<file path="src/rtl/systolic_array_sequencer.sv">
// rtl/systolic_array_sequencer.sv - weight-load / ifmap-stream / ofmap-deskew sequencer for a skewed systolic array
// Optional feature macro: SA_SEQ_WEIGHT_REUSE_EN (start with keep_weights=1 skips the weight load)
module systolic_array_sequencer #(
  parameter int IFMAP_WIDTH   = 16,
  parameter int WEIGHT_WIDTH  = 16,
  parameter int OFMAP_WIDTH   = 32,
  parameter int ARRAY_HEIGHT  = 4,
  parameter int ARRAY_WIDTH   = 4,
  parameter int ARRAY_LATENCY = ARRAY_HEIGHT + ARRAY_WIDTH,
  parameter int CNT_WIDTH     = 16
) (
  input  logic                                  clk,
  input  logic                                  rst,
  input  logic                                  start,
  input  logic [CNT_WIDTH-1:0]                  num_vectors,
  input  logic                                  keep_weights,
  output logic                                  busy,
  output logic                                  done,
  input  logic [ARRAY_WIDTH*WEIGHT_WIDTH-1:0]   weight_data,
  input  logic                                  weight_valid,
  output logic                                  weight_ready,
  input  logic [ARRAY_HEIGHT*IFMAP_WIDTH-1:0]   ifmap_data,
  input  logic                                  ifmap_valid,
  output logic                                  ifmap_ready,
  output logic [ARRAY_WIDTH*OFMAP_WIDTH-1:0]    ofmap_data,
  output logic                                  ofmap_valid,
  input  logic                                  ofmap_ready,
  output logic                                  arr_en,
  output logic                                  arr_weight_en,
  output logic [ARRAY_HEIGHT-1:0]               arr_weight_wen,
  output logic [ARRAY_HEIGHT*IFMAP_WIDTH-1:0]   arr_ifmap,
  output logic [ARRAY_WIDTH*WEIGHT_WIDTH-1:0]   arr_weight,
  output logic [ARRAY_WIDTH*OFMAP_WIDTH-1:0]    arr_ofmap_in,
  input  logic [ARRAY_WIDTH*OFMAP_WIDTH-1:0]    arr_ofmap
);

  localparam int ROW_W = (ARRAY_HEIGHT > 1) ? $clog2(ARRAY_HEIGHT) : 1;
  localparam logic [ROW_W-1:0]        LAST_ROW = ROW_W'(ARRAY_HEIGHT - 1);
  localparam logic [CNT_WIDTH-1:0]    CNT_ONE  = CNT_WIDTH'(1);
  localparam logic [ARRAY_HEIGHT-1:0] WEN_ONE  = ARRAY_HEIGHT'(1);

  typedef enum logic [1:0] {S_IDLE, S_LOAD_W, S_STREAM, S_DRAIN} state_t;

  state_t                   state;
  logic [ROW_W-1:0]         row;
  logic [CNT_WIDTH-1:0]     cnt;
  logic [CNT_WIDTH-1:0]     nv;
  logic [ARRAY_LATENCY-1:0] vld_sr;
  logic                     reuse_req;
  logic                     w_acc;
  logic                     ifmap_acc;

`ifdef SA_SEQ_WEIGHT_REUSE_EN
  assign reuse_req = keep_weights;
`else
  logic keep_weights_unused;
  assign keep_weights_unused = keep_weights;
  assign reuse_req = 1'b0;
`endif

  // Bit i of vld_sr marks a real vector i en-cycles deep in the array; the top bit lines up with arr_ofmap.
  assign ofmap_valid  = vld_sr[ARRAY_LATENCY-1];
  assign ofmap_data   = ofmap_valid ? arr_ofmap : '0;

  // The whole array freezes while a result waits, which keeps ofmap_data stable for free.
  assign arr_en       = busy && (state != S_LOAD_W) && !(ofmap_valid && !ofmap_ready);
  assign ifmap_ready  = (state == S_STREAM) && arr_en;
  assign ifmap_acc    = ifmap_ready && ifmap_valid;
  assign w_acc        = weight_ready && weight_valid;

  assign arr_weight_en  = weight_ready;
  assign arr_weight_wen = w_acc ? (WEN_ONE << row) : '0;
  assign arr_weight     = w_acc ? weight_data : '0;
  assign arr_ifmap      = ifmap_acc ? ifmap_data : '0;
  assign arr_ofmap_in   = '0;
  assign done           = (state == S_DRAIN) && (vld_sr == '0);

  always_ff @(posedge clk) begin
    if (rst) begin
      state        <= S_IDLE;
      row          <= '0;
      cnt          <= '0;
      nv           <= '0;
      vld_sr       <= '0;
      busy         <= 1'b0;
      weight_ready <= 1'b0;
    end else begin
      if (arr_en) vld_sr <= {vld_sr[ARRAY_LATENCY-2:0], ifmap_acc};
      case (state)
        S_IDLE: begin
          if (start) begin
            nv   <= num_vectors;
            cnt  <= '0;
            row  <= '0;
            busy <= 1'b1;
            if (reuse_req) begin
              state <= (num_vectors == '0) ? S_DRAIN : S_STREAM;
            end else begin
              state        <= S_LOAD_W;
              weight_ready <= 1'b1;
            end
          end
        end
        S_LOAD_W: begin
          if (w_acc) begin
            row <= row + ROW_W'(1);
            if (row == LAST_ROW) begin
              weight_ready <= 1'b0;
              state        <= (nv == '0) ? S_DRAIN : S_STREAM;
            end
          end
        end
        S_STREAM: begin
          if (ifmap_acc) begin
            cnt <= cnt + CNT_ONE;
            if (cnt == nv - CNT_ONE) state <= S_DRAIN;
          end
        end
        S_DRAIN: begin
          if (vld_sr == '0) begin
            state <= S_IDLE;
            busy  <= 1'b0;
          end
        end
        default: state <= S_IDLE;
      endcase
    end
  end

endmodule
</file>
<file path="config.mk">
export PLATFORM = sky130hd
export DESIGN_NAME = systolic_array_sequencer
export DESIGN_NICKNAME = d
export VERILOG_FILES = /design/src/rtl/systolic_array_sequencer.sv
export SDC_FILE = /design/constraint.sdc
export NUM_CORES = 1
export LEC_CHECK = 0
export ABC_AREA = 1
export BUFFER_PORTS_ARGS = -buffer_cell sky130_fd_sc_hd__buf_2
export CAP_MARGIN = 0
export CORE_AREA = 5 5 259 261
export CTS_CLUSTER_SIZE = 12
export DETAILED_ROUTE_END_ITERATION = 8
export DIE_AREA = 0 0 264 266
export PLACE_DENSITY_LB_ADDON = 0.05
export SETUP_SLACK_MARGIN = 0.02
export SLEW_MARGIN = 20
export SYNTH_ARGS = -nofsm -noshare
export SYNTH_HDL_FRONTEND = slang
export SYNTH_SLANG_ARGS = --single-unit
</file>
<file path="constraint.sdc">
create_clock -name clk -period 5.5 [get_ports clk]
set_clock_uncertainty 0.15 [all_clocks]
set_input_delay 0.275 -clock clk [delete_from_list [all_inputs] [get_ports clk]]
set_output_delay 0.275 -clock clk [all_outputs]
set_load 0.05 [all_outputs]
</file>
==> results.md, run 1 <==
* Critical Path Slowest Stage Cell: sky130_fd_sc_hd__buf_4
* warnings from Yosys: 0
* buffer and inverter count on the worst path: 4
* routed vias/inst: 3.019
* clk slew on worst S/H paths: 0.07 ns
* reported max-cap violation count: 0
* gr ovfl total: 0
* post-detailed-route DRC marker count: 0
* largest net degree at the start of global routing: 82
* kind of critical path: flop to primary output
* WL per Instance: 15.57 µm
* Seq cells post-synth: 46
* class of the most critical hold timing path: input pin to flop
* clock tree from TritonCTS: done
* Fin. Hold Viols: 0
* sum of met2 wire segment lengths after detailed routing: 20510 µm
* share of the yosys chip area belonging to registers: 0.1608
* Met3 Wirelength: 3285 µm
* setup repair bufs after CTS: 0
* final critical path time including I/O delays and setup: 3.326 ns
* width of the die: 264 µm
* Cell Chain, Critical Path: inv_1 > ha_1 > clkinv_2 > nand2_2 > nor2_4 > nand3_2 > buf_4 > nor2_1 > buf_2
* number of nets with antenna violations after routing: 0
* iteration-0 DRC count of the detailed router: 234
* depth of the worst register-to-register path: 11
* # setup viols final: 0
* required time reported for the critical path endpoint: 5.08 ns
* final weighted congestion of routability-driven global placement: 0.7881
* routed metal-1 wire length: 14140 µm
* placement-stage worst setup slack: 2.135 ns
* Root Buffer: sky130_fd_sc_hd__clkbuf_16
* element type at the critical path start: flop
* arrival time at the worst endpoint: 2.90 ns
* starting utilization of the core area: 0.08916
* global-route wire length before repair: 52470 µm
* IR drop worst, VDD: 0.1055 mV
* setup total negative slack: 0 ns
* number of global-route vias before repair: 7651
* HPWL Detailed: 34170 µm
* placement row count: 93
* sinks on the clock net: 46
* number of buffer cells added on primary ports: 544
* number of synthesized flops with an enable pin: 0
* global-route total usage across every layer: 0.1002
* Mapped Area: 5727 µm²
* transition time at the pin with the least slew margin: 0.8397 ns
* end of the worst hold path: arr_weight_en$_SDFFE_PP0P_
* status: finished clean
* timing-limited maximum frequency: 300.7 MHz
* total number of cells along the worst setup path: 9
* max-slew violation count: 0
* number of inserted filler cells in the final layout: 7735
* synthesized netlist cell count: 1083
* maximum buffer depth of the clock tree: 2
* post-route fraction of the period consumed by the critical path: 0.6047
* PnR worst setup slack: 2.174 ns
* power per standard cell area: 340.8 nW/µm²
* ys async rst share: 0
* total wire length: 38360 µm
* fraction of layout cells with a size suffix above 1: 0.3552
* die footprint: 70220 µm²
* cell leakage power: 6.545 nW
* Mapped Avg Cell Area: 5.288 µm²
* relative area change from synthesis to final layout: 58.79%
* startpoint of the lowest-slack register-to-register path: state[1]$_SDFFE_PP0P_
* relative slew slack: 0.4396
* CP max stage delay: 0.45 ns
* antenna violations before repair: 26
* Core ar.: 64230 µm²
* worst-path maximum fanout: 54
* hold path cells: 2
* # resized after CTS: 0
* Critical Path End Type: primary output
* unrepaired setup endpoints after global routing: false
* Ports: 674
* Final nets: 1888
* reg-to-reg critical path endpoint: cnt[5]$_SDFFE_PP0P_
* max layer used: met5
* overall power after layout: 3.099 mW
* Main synth FF type: sky130_fd_sc_hd__dfxtp_1
* hold_buf cts: 0
* Vias: 7439
* die boundary height: 266 µm
* number of buffers inserted during clock tree synthesis: 5
* crit-path leading delay family: buffers and inverters
* distinct cell type count of the synthesized netlist: 32
* CTS H-tree depth: 2
* drt first pass iters: 4
* register-to-register setup slack: 2.30 ns
* clock latency on the worst-skew pair: 0.30 ns
* final standard cell utilization of the core: 0.1416
* Hold Crit Start: rst
cells in the final DEF, fill, tap and decap left out, types with 10 or more instances in the layout:
cell	instances
sky130_fd_sc_hd__a21oi_1	30
sky130_fd_sc_hd__buf_2	544
sky130_fd_sc_hd__conb_1	128
sky130_fd_sc_hd__dfxtp_1	45
sky130_fd_sc_hd__diode_2	10
sky130_fd_sc_hd__ha_1	10
sky130_fd_sc_hd__inv_1	311
sky130_fd_sc_hd__nand2_1	200
sky130_fd_sc_hd__nand3_1	25
sky130_fd_sc_hd__nor2_1	195
sky130_fd_sc_hd__nor3_1	13
sky130_fd_sc_hd__o21ai_0	33
sky130_fd_sc_hd__xor2_1	10
registers in the layout, summed over array words and instances (netlist names):
signal / flops
cnt: 16
vld_sr: 8
state: 2
arr_weight_en: 1
row: 2
nv: 16
busy: 1
stage by stage:
stage	hold WS [ns]	cell area, µm²	cells
final	0.1102	9094	2464
after global routing	0.1263	9071	2455
after CTS	0.1001	9069	2454
after detailed placement	0.3477	8926	2447
after global placement	0.3590	8926	2447
after floorplan	0.2917	6203	1210
layout make-up:
type | count | area [µm²] | share of cell area
tap | 855 | 1070 | 0.1176
timing repair buffer | 547 | 2745 | 0.3019
sequential | 46 | 924.6 | 0.1017
inverter | 314 | 1180 | 0.1297
clock buffer | 7 | 142.6 | 0.01569
multi-input combinational | 685 | 3007 | 0.3306
antenna | 10 | 25.02 | 0.002752
per-layer routing:
metal / up-vias / global-route usage
li1: 3842 / -
met3: 23 / 0.03020
met2: 371 / 0.1961
met5: - / 0
met4: 12 / 0.01259
met1: 3191 / 0.1089
cell families after synthesis:
group	Yosys count	synth area share
buffers and inverters	479	0.3987
and+or+nand+nor	459	0.3262
xor gates and xnor gates	19	0.02906
other	1	0.0006548
adders and majority gates	10	0.02185
DFF	46	0.1608
AOI/OAI and AO/OA	69	0.06270
where the power goes:
| part | switching [mW] | internal [mW] | leakage (nW) |
|---|---|---|---|
| Clock | 0.143 | 0.179 | 0.0700 |
| Sequential | 0.106 | 0.407 | 0.377 |
| Combinational | 1.77 | 0.491 | 6.10 |
Yosys cell counts (all sizes together) (2+ instances only):
cell type / instances / area (µm²)
nor3: 14 / 81.33
buf: 134 / 987.2
clkbuf: 31 / 116.4
nand2: 204 / 778.2
xor2: 10 / 87.58
nand3b: 2 / 15.01
nand3: 27 / 145.1
nand4: 7 / 43.79
nor4: 3 / 18.77
ha: 10 / 125.1
inv: 312 / 1171
a21oi: 30 / 150.1
clkinv: 2 / 8.750
xnor2: 9 / 78.83
o21ai: 34 / 170.2
dfxtp: 46 / 920.9
a211oi: 4 / 30.03
nor2: 200 / 773.2
how the worst max path moves through the flow:
stage                               start                  end  slack (ns)
floorplan           state[1]$_SDFFE_PP0P_        arr_ifmap[23]        2.65
global placement    state[1]$_SDFFE_PP0P_  cnt[5]$_SDFFE_PP0P_        2.14
detailed placement  state[1]$_SDFFE_PP0P_  cnt[5]$_SDFFE_PP0P_        2.13
CTS                 state[1]$_SDFFE_PP0P_        arr_ifmap[32]        2.08
global route        state[1]$_SDFFE_PP0P_        arr_ifmap[29]        1.91
finish              state[1]$_SDFFE_PP0P_        arr_ifmap[32]        2.17
(Power assumes the default switching activity.)
==> run 2, diff against run 1 <==
--- a/config.mk
+++ b/config.mk
@@ -5,13 +5,13 @@
 export SDC_FILE = /design/constraint.sdc
 export NUM_CORES = 1
 export LEC_CHECK = 0
-export ABC_AREA = 1
+export ABC_AREA = 0
 export BUFFER_PORTS_ARGS = -buffer_cell sky130_fd_sc_hd__buf_2
 export CAP_MARGIN = 0
-export CORE_AREA = 5 5 259 261
+export CORE_AREA = 5 5 256 258
 export CTS_CLUSTER_SIZE = 12
 export DETAILED_ROUTE_END_ITERATION = 8
-export DIE_AREA = 0 0 264 266
+export DIE_AREA = 0 0 261 263
 export PLACE_DENSITY_LB_ADDON = 0.05
 export SETUP_SLACK_MARGIN = 0.02
 export SLEW_MARGIN = 20
==> constraint.sdc (replaced) <==
create_clock -name clk -period 3.15 [get_ports clk]
set_clock_uncertainty 0.15 [all_clocks]
set_input_delay 0.1575 -clock clk [delete_from_list [all_inputs] [get_ports clk]]
set_output_delay 0.1575 -clock clk [all_outputs]
set_load 0.05 [all_outputs]
==> run 2 against run 1 <==
Synthesized area shrank 7.7%. First-iteration DRC count shrank 16%. Worst hold slack lost 0.062 ns. Clock power grew 100%. Die area decreased by 2.3%. Combinational power up 11%. Non-clock buffer count grew 52. Routed wire length up 13%. Sequential power is 42% higher. Global-route usage up 1.8 points. Critical endpoint is now state[0]$_SDFFE_PP0P_.
==> results.md, run 2 <==
* ys async rst share: 0, unchanged
* post-route fraction of the period consumed by the critical path: 0.9505
* timing-limited maximum frequency: 334.0 MHz
* class of the most critical hold timing path: input pin to flop
* setup total negative slack: 0 ns, unchanged
* Vias: 6657, -11%
* part of the total power dissipated in the clock network: 0.166, +0.062
* switching share of total power: 0.5221, -0.1303
* register-to-register setup slack: 0.16 ns, -2.14 ns
* worst-path maximum fanout: 7, -87%
* clock tree from TritonCTS: done
* clk slew on worst S/H paths: 0.07 ns, about the same
* die boundary height: 263 µm, -1.1%
* share of the yosys chip area belonging to registers: 0.1742, +0.01344
* global-route total usage across every layer: 0.1178, +0.01756
* Root Buffer: sky130_fd_sc_hd__clkbuf_16
* number of nets with antenna violations after routing: 0, unchanged
* commonest cells in the netlist: sky130_fd_sc_hd__and2_1, sky130_fd_sc_hd__buf_4, sky130_fd_sc_hd__and3_1
* CP max stage delay: 0.61 ns, +0.16 ns
* total wire length: 43360 µm, +13%
* final cell count without fillers: 2154, -13%
* global-route wire length before repair: 57760 µm, +10%
* unrepaired setup endpoints after global routing: false
* HPWL Detailed: 38900 µm, +14%
* Hold Crit Start: ofmap_ready
* Cell Chain, Critical Path: or4_4 > nor4_2 > xnor2_1 > a211oi_1 > or4b_4 > o31a_1 > o311a_1
* Ports: 674, unchanged
* most area-hungry cell type in the Yosys netlist: sky130_fd_sc_hd__and2_1
* hold path cells: 4, +2
* sinks on the clock net: 46, unchanged
* # setup viols final: 0, unchanged
* routed vias/inst: 3.091, +2.4%
* final weighted congestion of routability-driven global placement: 0.8256, +4.8%
* relative slew slack: 0.3857, -0.05388
* iteration-0 DRC count of the detailed router: 197, -16%
* IR drop worst, VDD: 0.2311 mV, +120%
* Placed Cells incl. Taps: 2121, -13%
* fraction of layout cells with a size suffix above 1: 0.4727, +0.1175
* WL per Instance: 20.13 µm, +29%
* Mapped Avg Cell Area: 7.104 µm², +34%
* reported max-cap violation count: 0, unchanged
* number of buffer cells added on primary ports: 544, unchanged
* final critical path time including I/O delays and setup: 2.994 ns
* CTS H-tree depth: 2, unchanged
* Mapped Area: 5285 µm², -7.7%
* warnings from Yosys: 0, unchanged
* highest-count cells in the layout ignoring fill and taps: sky130_fd_sc_hd__buf_2, sky130_fd_sc_hd__and2_1, sky130_fd_sc_hd__conb_1, sky130_fd_sc_hd__and3_1, sky130_fd_sc_hd__nand2_1
* max-slew violation count: 0, unchanged
* power per standard cell area: 425.3 nW/µm², +25%
* gr ovfl total: 0, unchanged
* Main synth FF type: sky130_fd_sc_hd__dfxtp_1
* required time reported for the critical path endpoint: 3.18 ns, -1.90 ns
* launching instance or port of the critical path: nv[3]$_SDFFE_PP0P_
* Core ar.: 62740 µm², -2.3%
* register share of total power: 0.187, +0.022
* most area-consuming cells after synthesis: sky130_fd_sc_hd__and2_1, sky130_fd_sc_hd__buf_4, sky130_fd_sc_hd__dfxtp_1
* biggest regs: cnt (16), nv (16), vld_sr (8)
* largest net degree at the start of global routing: 119, +45%
* Final nets: 1589, -16%
* relative area change from synthesis to final layout: 72.59%
* number of global-route vias before repair: 7011, -8.4%
* most frequently used cell type in the post-synthesis netlist: sky130_fd_sc_hd__and2_1
* placement row count: 92, -1.1%
* end of the worst hold path: vld_sr[7]$_SDFFE_PP0P_
* Worst Hold Margin: 0.04849 ns, -0.06170 ns
* status: finished clean
* reg-to-reg critical path endpoint: state[0]$_SDFFE_PP0P_
* depth of the worst register-to-register path: 7, -4
* drt first pass iters: 4, unchanged
* final standard cell utilization of the core: 0.1454, +0.003816
* antenna violations before repair: 25, -3.8%
* kind of critical path: flop to flop
* sw power: 2.025 mW, +0.16%
* maximum buffer depth of the clock tree: 2, unchanged
* element type at the critical path start: flop
* most common library cell in the layout ignoring fill and taps: sky130_fd_sc_hd__buf_2
* die footprint: 68640 µm², -2.3%
* startpoint of the lowest-slack register-to-register path: nv[3]$_SDFFE_PP0P_
* post-detailed-route DRC marker count: 0, unchanged
* Seq cells post-synth: 46, unchanged
* arrival time at the worst endpoint: 3.03 ns, +0.13 ns
* width of the die: 261 µm, -1.1%
* number of inserted filler cells in the final layout: 7442, -3.8%
* starting utilization of the core area: 0.08424, -0.004914
* combinational group share of total power: 0.647, -0.084
* distinct cell type count of the synthesized netlist: 45, +41%
* clock latency on the worst-skew pair: 0.30 ns, about the same
* internal power component: 1.854 mW, +72%
* transition time at the pin with the least slew margin: 0.9214 ns, +0.08175 ns
* synthesized netlist cell count: 744, -31%
* Fin. Hold Viols: 0, unchanged
* cell leakage power: 5.337 nW, -18%
* Critical Path End Type: flop
* number of synthesized flops with an enable pin: 0, unchanged
* Critical Path Slowest Stage Cell: sky130_fd_sc_hd__or4_4
* number of buffers inserted during clock tree synthesis: 5, unchanged
* area share of the leading cell type in the synthesized netlist: 0.2285, +0.02461
run 2: cell types whose count changed after synthesis, moves of 7 or more:
cell,change
sky130_fd_sc_hd__and3_1,+72
sky130_fd_sc_hd__nand3_1,-19
sky130_fd_sc_hd__inv_1,-295
sky130_fd_sc_hd__mux2i_1,+10
sky130_fd_sc_hd__nand2_1,-154
sky130_fd_sc_hd__and2_1,+192
sky130_fd_sc_hd__xnor2_1,+10
sky130_fd_sc_hd__clkbuf_1,+14
sky130_fd_sc_hd__nor3_1,-7
sky130_fd_sc_hd__o21ai_0,-26
sky130_fd_sc_hd__nor2_1,-160
run 2: final cells by class:
| cell class | count | area, µm² | share of cell area |
|---|---|---|---|
| multi-input cells | 632 | 3692 | 0.4048 |
| repair buffers | 599 | 3188 | 0.3495 |
| well taps | 846 | 1059 | 0.1160 |
| flip-flops and latches | 46 | 932.1 | 0.1022 |
| clock buffers | 7 | 142.6 | 0.01564 |
| inverters | 16 | 60.06 | 0.006584 |
| clock inverters | 1 | 30.03 | 0.003292 |
| diodes | 7 | 17.52 | 0.001920 |
run 2: timing repair:
item,4_1_cts,5_1_grt
endpoints found under the setup margin,2,2
hold endpoints to repair,16,0
hold buffers,16,0
resized for setup,4,13
pin swaps,2,6
setup buffers,1,1
run 2: cell families after synthesis:
kind of cell / after synthesis / synth area share
adders and majority gates: 10 / 0.02367
xor gates and xnor gates: 34 / 0.05635
and+or+nand+nor: 397 / 0.4356
DFF: 46 / 0.1742
AOI/OAI and AO/OA: 53 / 0.05824
buffers and inverters: 193 / 0.2322
other: 1 / 0.0007095
muxes: 10 / 0.01894
run 2: how the worst max path moves through the flow:
stage,to,slack [ns],depth (start not counted)
finish,state[0]$_SDFFE_PP0P_,0.16,7
global route,state[0]$_SDFFE_PP0P_,0.04,8
CTS,state[0]$_SDFFE_PP0P_,0.02,8
detailed placement,state[0]$_SDFFE_PP0P_,-0.10,8
global placement,state[0]$_SDFFE_PP0P_,-0.12,8
floorplan,state[0]$_SDFFE_PP0P_,0.02,9
run 2: metal layers:
metal / GRT usage / vias up / share of wire
li1: - / 3255 / -
met4: 0.02230 / 26 / 0.020
met5: 0 / - / 0.0046
met2: 0.2525 / 283 / 0.60
met3: 0.03392 / 46 / 0.066
met1: 0.1063 / 3047 / 0.31
run 2: stage by stage:
stage	cell area, µm²	power [mW]	setup WS, ns
global placement	8676	3.266	-0.1168
finish	9121	3.880	0.1560
detailed placement	8676	3.232	-0.1021
floorplan	5766	2.514	0.02142
global route	9109	4.179	0.03707
CTS	9039	3.951	0.02103
run 2: critical path, delay by kind of cell (launching register included):
family / cells / cell delay [ns]
xor+xnor: 1 / 0.12
compound gates: 3 / 0.84
simple gates: 3 / 1.40
flops: 1 / 0.35
run 2: power by group through the flow:
stage          registers [mW]  logic [mW]  clock network, mW
3_5_place_dp            0.737        2.49                  0
4_1_cts                 0.724        2.53              0.695
5_1_grt                 0.741        2.73              0.712
6_report                0.727        2.51              0.644
3_3_place_gp            0.739        2.53                  0
2_1_floorplan           0.764        1.75                  0
==> run 3, diff against run 2 <==
--- a/config.mk
+++ b/config.mk
@@ -13,6 +13,7 @@
 export DETAILED_ROUTE_END_ITERATION = 8
 export DIE_AREA = 0 0 261 263
 export PLACE_DENSITY_LB_ADDON = 0.05
+export RECOVER_POWER = 50
 export SETUP_SLACK_MARGIN = 0.02
 export SLEW_MARGIN = 20
 export SYNTH_ARGS = -nofsm -noshare
==> run 3 against run 2 <==
Via count down 0.44%. Combinational power shrank 3%. Worst hold slack got worse by 0.0051 ns. Non-clock buffer count did not move. Register-to-register slack hardly changed. Sequential power about the same. Final cell count about the same. Count of clock-buffer cells in the layout is the same. Total power is 1.7% lower. Flip-flop and latch count unchanged. Critical endpoint unchanged.
==> results.md, run 3 (same netlist as run 2, synthesis figures left out) <==
* global-route wire length before repair: 57760 µm, unchanged
* final weighted congestion of routability-driven global placement: 0.8256, unchanged
* power per standard cell area: 425.9 nW/µm², +0.13%
* Fin. Hold Viols: 0, unchanged
* CP max stage delay: 0.62 ns, about the same
* number of nets with antenna violations after routing: 0, unchanged
* gr ovfl total: 0, unchanged
* IR drop worst, VDD: 0.2303 mV, -0.32%
* sinks on the clock net: 46, unchanged
* unrepaired setup endpoints after global routing: false
* largest net degree at the start of global routing: 119, unchanged
* highest-count cells in the layout ignoring fill and taps: sky130_fd_sc_hd__buf_2, sky130_fd_sc_hd__and2_1, sky130_fd_sc_hd__conb_1, sky130_fd_sc_hd__clkbuf_1, sky130_fd_sc_hd__and3_1
* antenna violations before repair: 25, unchanged
* relative slew slack: 0.2157, -0.1701
* timing-limited maximum frequency: 334.5 MHz, +0.14%
* kind of critical path: flop to flop
* Post-DP Area: 8676 µm², unchanged
* status: finished clean
* routed vias/inst: 3.076, -0.48%
* global-route total usage across every layer: 0.1178, unchanged
* Vias: 6628, -0.44%
* Root Buffer: sky130_fd_sc_hd__clkbuf_16
* buffer and inverter count on the worst path: 0, unchanged
* maximum buffer depth of the clock tree: 2, unchanged
* required time reported for the critical path endpoint: 3.18 ns, about the same
* fraction of layout cells with a size suffix above 1: 0.3820, -0.09070
* arrival time at the worst endpoint: 3.02 ns, about the same
* startpoint of the lowest-slack register-to-register path: nv[3]$_SDFFE_PP0P_
* clock latency on the worst-skew pair: 0.30 ns, about the same
* # setup viols final: 0, unchanged
* starting utilization of the core area: 0.08424, unchanged
* WL per Instance: 20.14 µm, about the same
* HPWL Detailed: 38900 µm, unchanged
* number of buffers inserted during clock tree synthesis: 5, unchanged
* register-to-register setup slack: 0.16 ns, about the same
* Ports: 674, unchanged
* biggest regs: cnt (16), nv (16), vld_sr (8)
* worst-path maximum fanout: 7, unchanged
* final critical path time including I/O delays and setup: 2.990 ns, -0.004120 ns
* number of global-route vias before repair: 7011, unchanged
* setup total negative slack: 0 ns, unchanged
* depth of the worst register-to-register path: 7, unchanged
* CTS H-tree depth: 2, unchanged
* number of buffer cells added on primary ports: 544, unchanged
* launching instance or port of the critical path: nv[3]$_SDFFE_PP0P_
* Critical Path Slowest Stage Cell: sky130_fd_sc_hd__or4_4
* drt first pass iters: 4, unchanged
* reg-to-reg critical path endpoint: state[0]$_SDFFE_PP0P_
* Cell Chain, Critical Path: or4_4 > nor2_4 > xnor2_1 > or4b_4 > or4b_4 > o31a_1 > o311a_1
* crit-path leading delay family: simple AND/OR/NAND/NOR gates
* post-route fraction of the period consumed by the critical path: 0.9492, -0.001308
* iteration-0 DRC count of the detailed router: 213, +8.1%
* Critical Path End Type: flop
* relative area change from synthesis to final layout: 69.37%
* most prevalent standard cell on the critical path: sky130_fd_sc_hd__or4b_4
* die footprint: 68640 µm², unchanged
* placement row count: 92, unchanged
* Final nets: 1589, unchanged
* total number of cells along the worst setup path: 7, unchanged
* class of the most critical hold timing path: input pin to flop
* cell leakage power: 4.824 nW, -9.6%
* most common library cell in the layout ignoring fill and taps: sky130_fd_sc_hd__buf_2
* transition time at the pin with the least slew margin: 1.176 ns, +0.2544 ns
* width of the die: 261 µm, unchanged
* die boundary height: 263 µm, unchanged
* clk slew on worst S/H paths: 0.07 ns, about the same
* max-slew violation count: 0, unchanged
* Critical Path End: state[0]$_SDFFE_PP0P_
* final standard cell area without fillers: 8951 µm², -1.9%
* reported max-cap violation count: 0, unchanged
* post-detailed-route DRC marker count: 0, unchanged
* total wire length: 43390 µm, about the same
* clock tree from TritonCTS: done
* element type at the critical path start: flop
* Core ar.: 62740 µm², unchanged
## run 3: per-stage QoR
stage	hold slack, ns	worst slack (ns)	utilization	total power, mW	instances
after CTS	0.03454	0.02103	0.1441	3.951	2146
final	0.04342	0.1602	0.1427	3.812	2155
after floorplan	0.1435	0.02142	-	2.514	871
after detailed placement	0.2712	-0.1021	0.1383	3.232	2121
after global placement	0.2686	-0.1168	0.1383	3.266	2121
after global routing	0.06778	0.03204	0.1424	4.114	2149
## run 3: worst reg2reg max path, delay by kind of cell, from the launching register on
kind,cells,cell delay [ns]
DFF,1,0.35
xor gates and xnor gates,1,0.06
AOI/OAI and AO/OA,2,0.60
and+or+nand+nor,4,1.71
## run 3: layout make-up
class | count | area [µm²]
well taps | 846 | 1059
flip-flops and latches | 46 | 932.1
repair buffers | 599 | 3015
clock buffers | 7 | 142.6
multi-input cells | 632 | 3692
clock inverters | 1 | 30.03
inverters | 16 | 60.06
diodes | 8 | 20.02
fillers | 7466 | 53780
## run 3: worst min-delay path by stage
stage                                   to           start  slack (ns)  depth (start not counted)
detailed placement      nv[3]$_SDFFE_PP0P_  num_vectors[3]        0.27                          3
global placement        nv[3]$_SDFFE_PP0P_  num_vectors[3]        0.27                          3
finish               state[0]$_SDFFE_PP0P_             rst        0.04                          3
CTS                 vld_sr[7]$_SDFFE_PP0P_     ofmap_ready        0.03                          4
global route         state[0]$_SDFFE_PP0P_             rst        0.07                          3
floorplan               nv[2]$_SDFFE_PP0P_  num_vectors[2]        0.14                          2
## run 3: where the power goes
| part | switching, mW | internal, mW | total (mW) | leakage [nW] |
|---|---|---|---|---|
| Clock | 0.249 | 0.397 | 0.646 | 0.0842 |
| Combinational | 1.70 | 0.735 | 2.44 | 4.36 |
| Sequential | 0.0711 | 0.656 | 0.727 | 0.377 |
| Total | 2.02 | 1.79 | 3.81 | 4.82 |
## run 3: repair_timing
| action | CTS | global route |
|---|---|---|
| hold buffers | 16 | 0 |
| hold endpoints to repair | 16 | 0 |
| pin swaps | 2 | 6 |
| endpoints found under the setup margin | 2 | 2 |
| resized for setup | 4 | 13 |
| setup buffers | 1 | 1 |
## run 3: metal layers
layer | vias to the layer above | share of wire | track usage
met5 | - | 0.0046 | 0
li1 | 3256 | - | -
met3 | 45 | 0.066 | 0.03392
met2 | 273 | 0.60 | 0.2525
met1 | 3028 | 0.31 | 0.1063
met4 | 26 | 0.020 | 0.02230
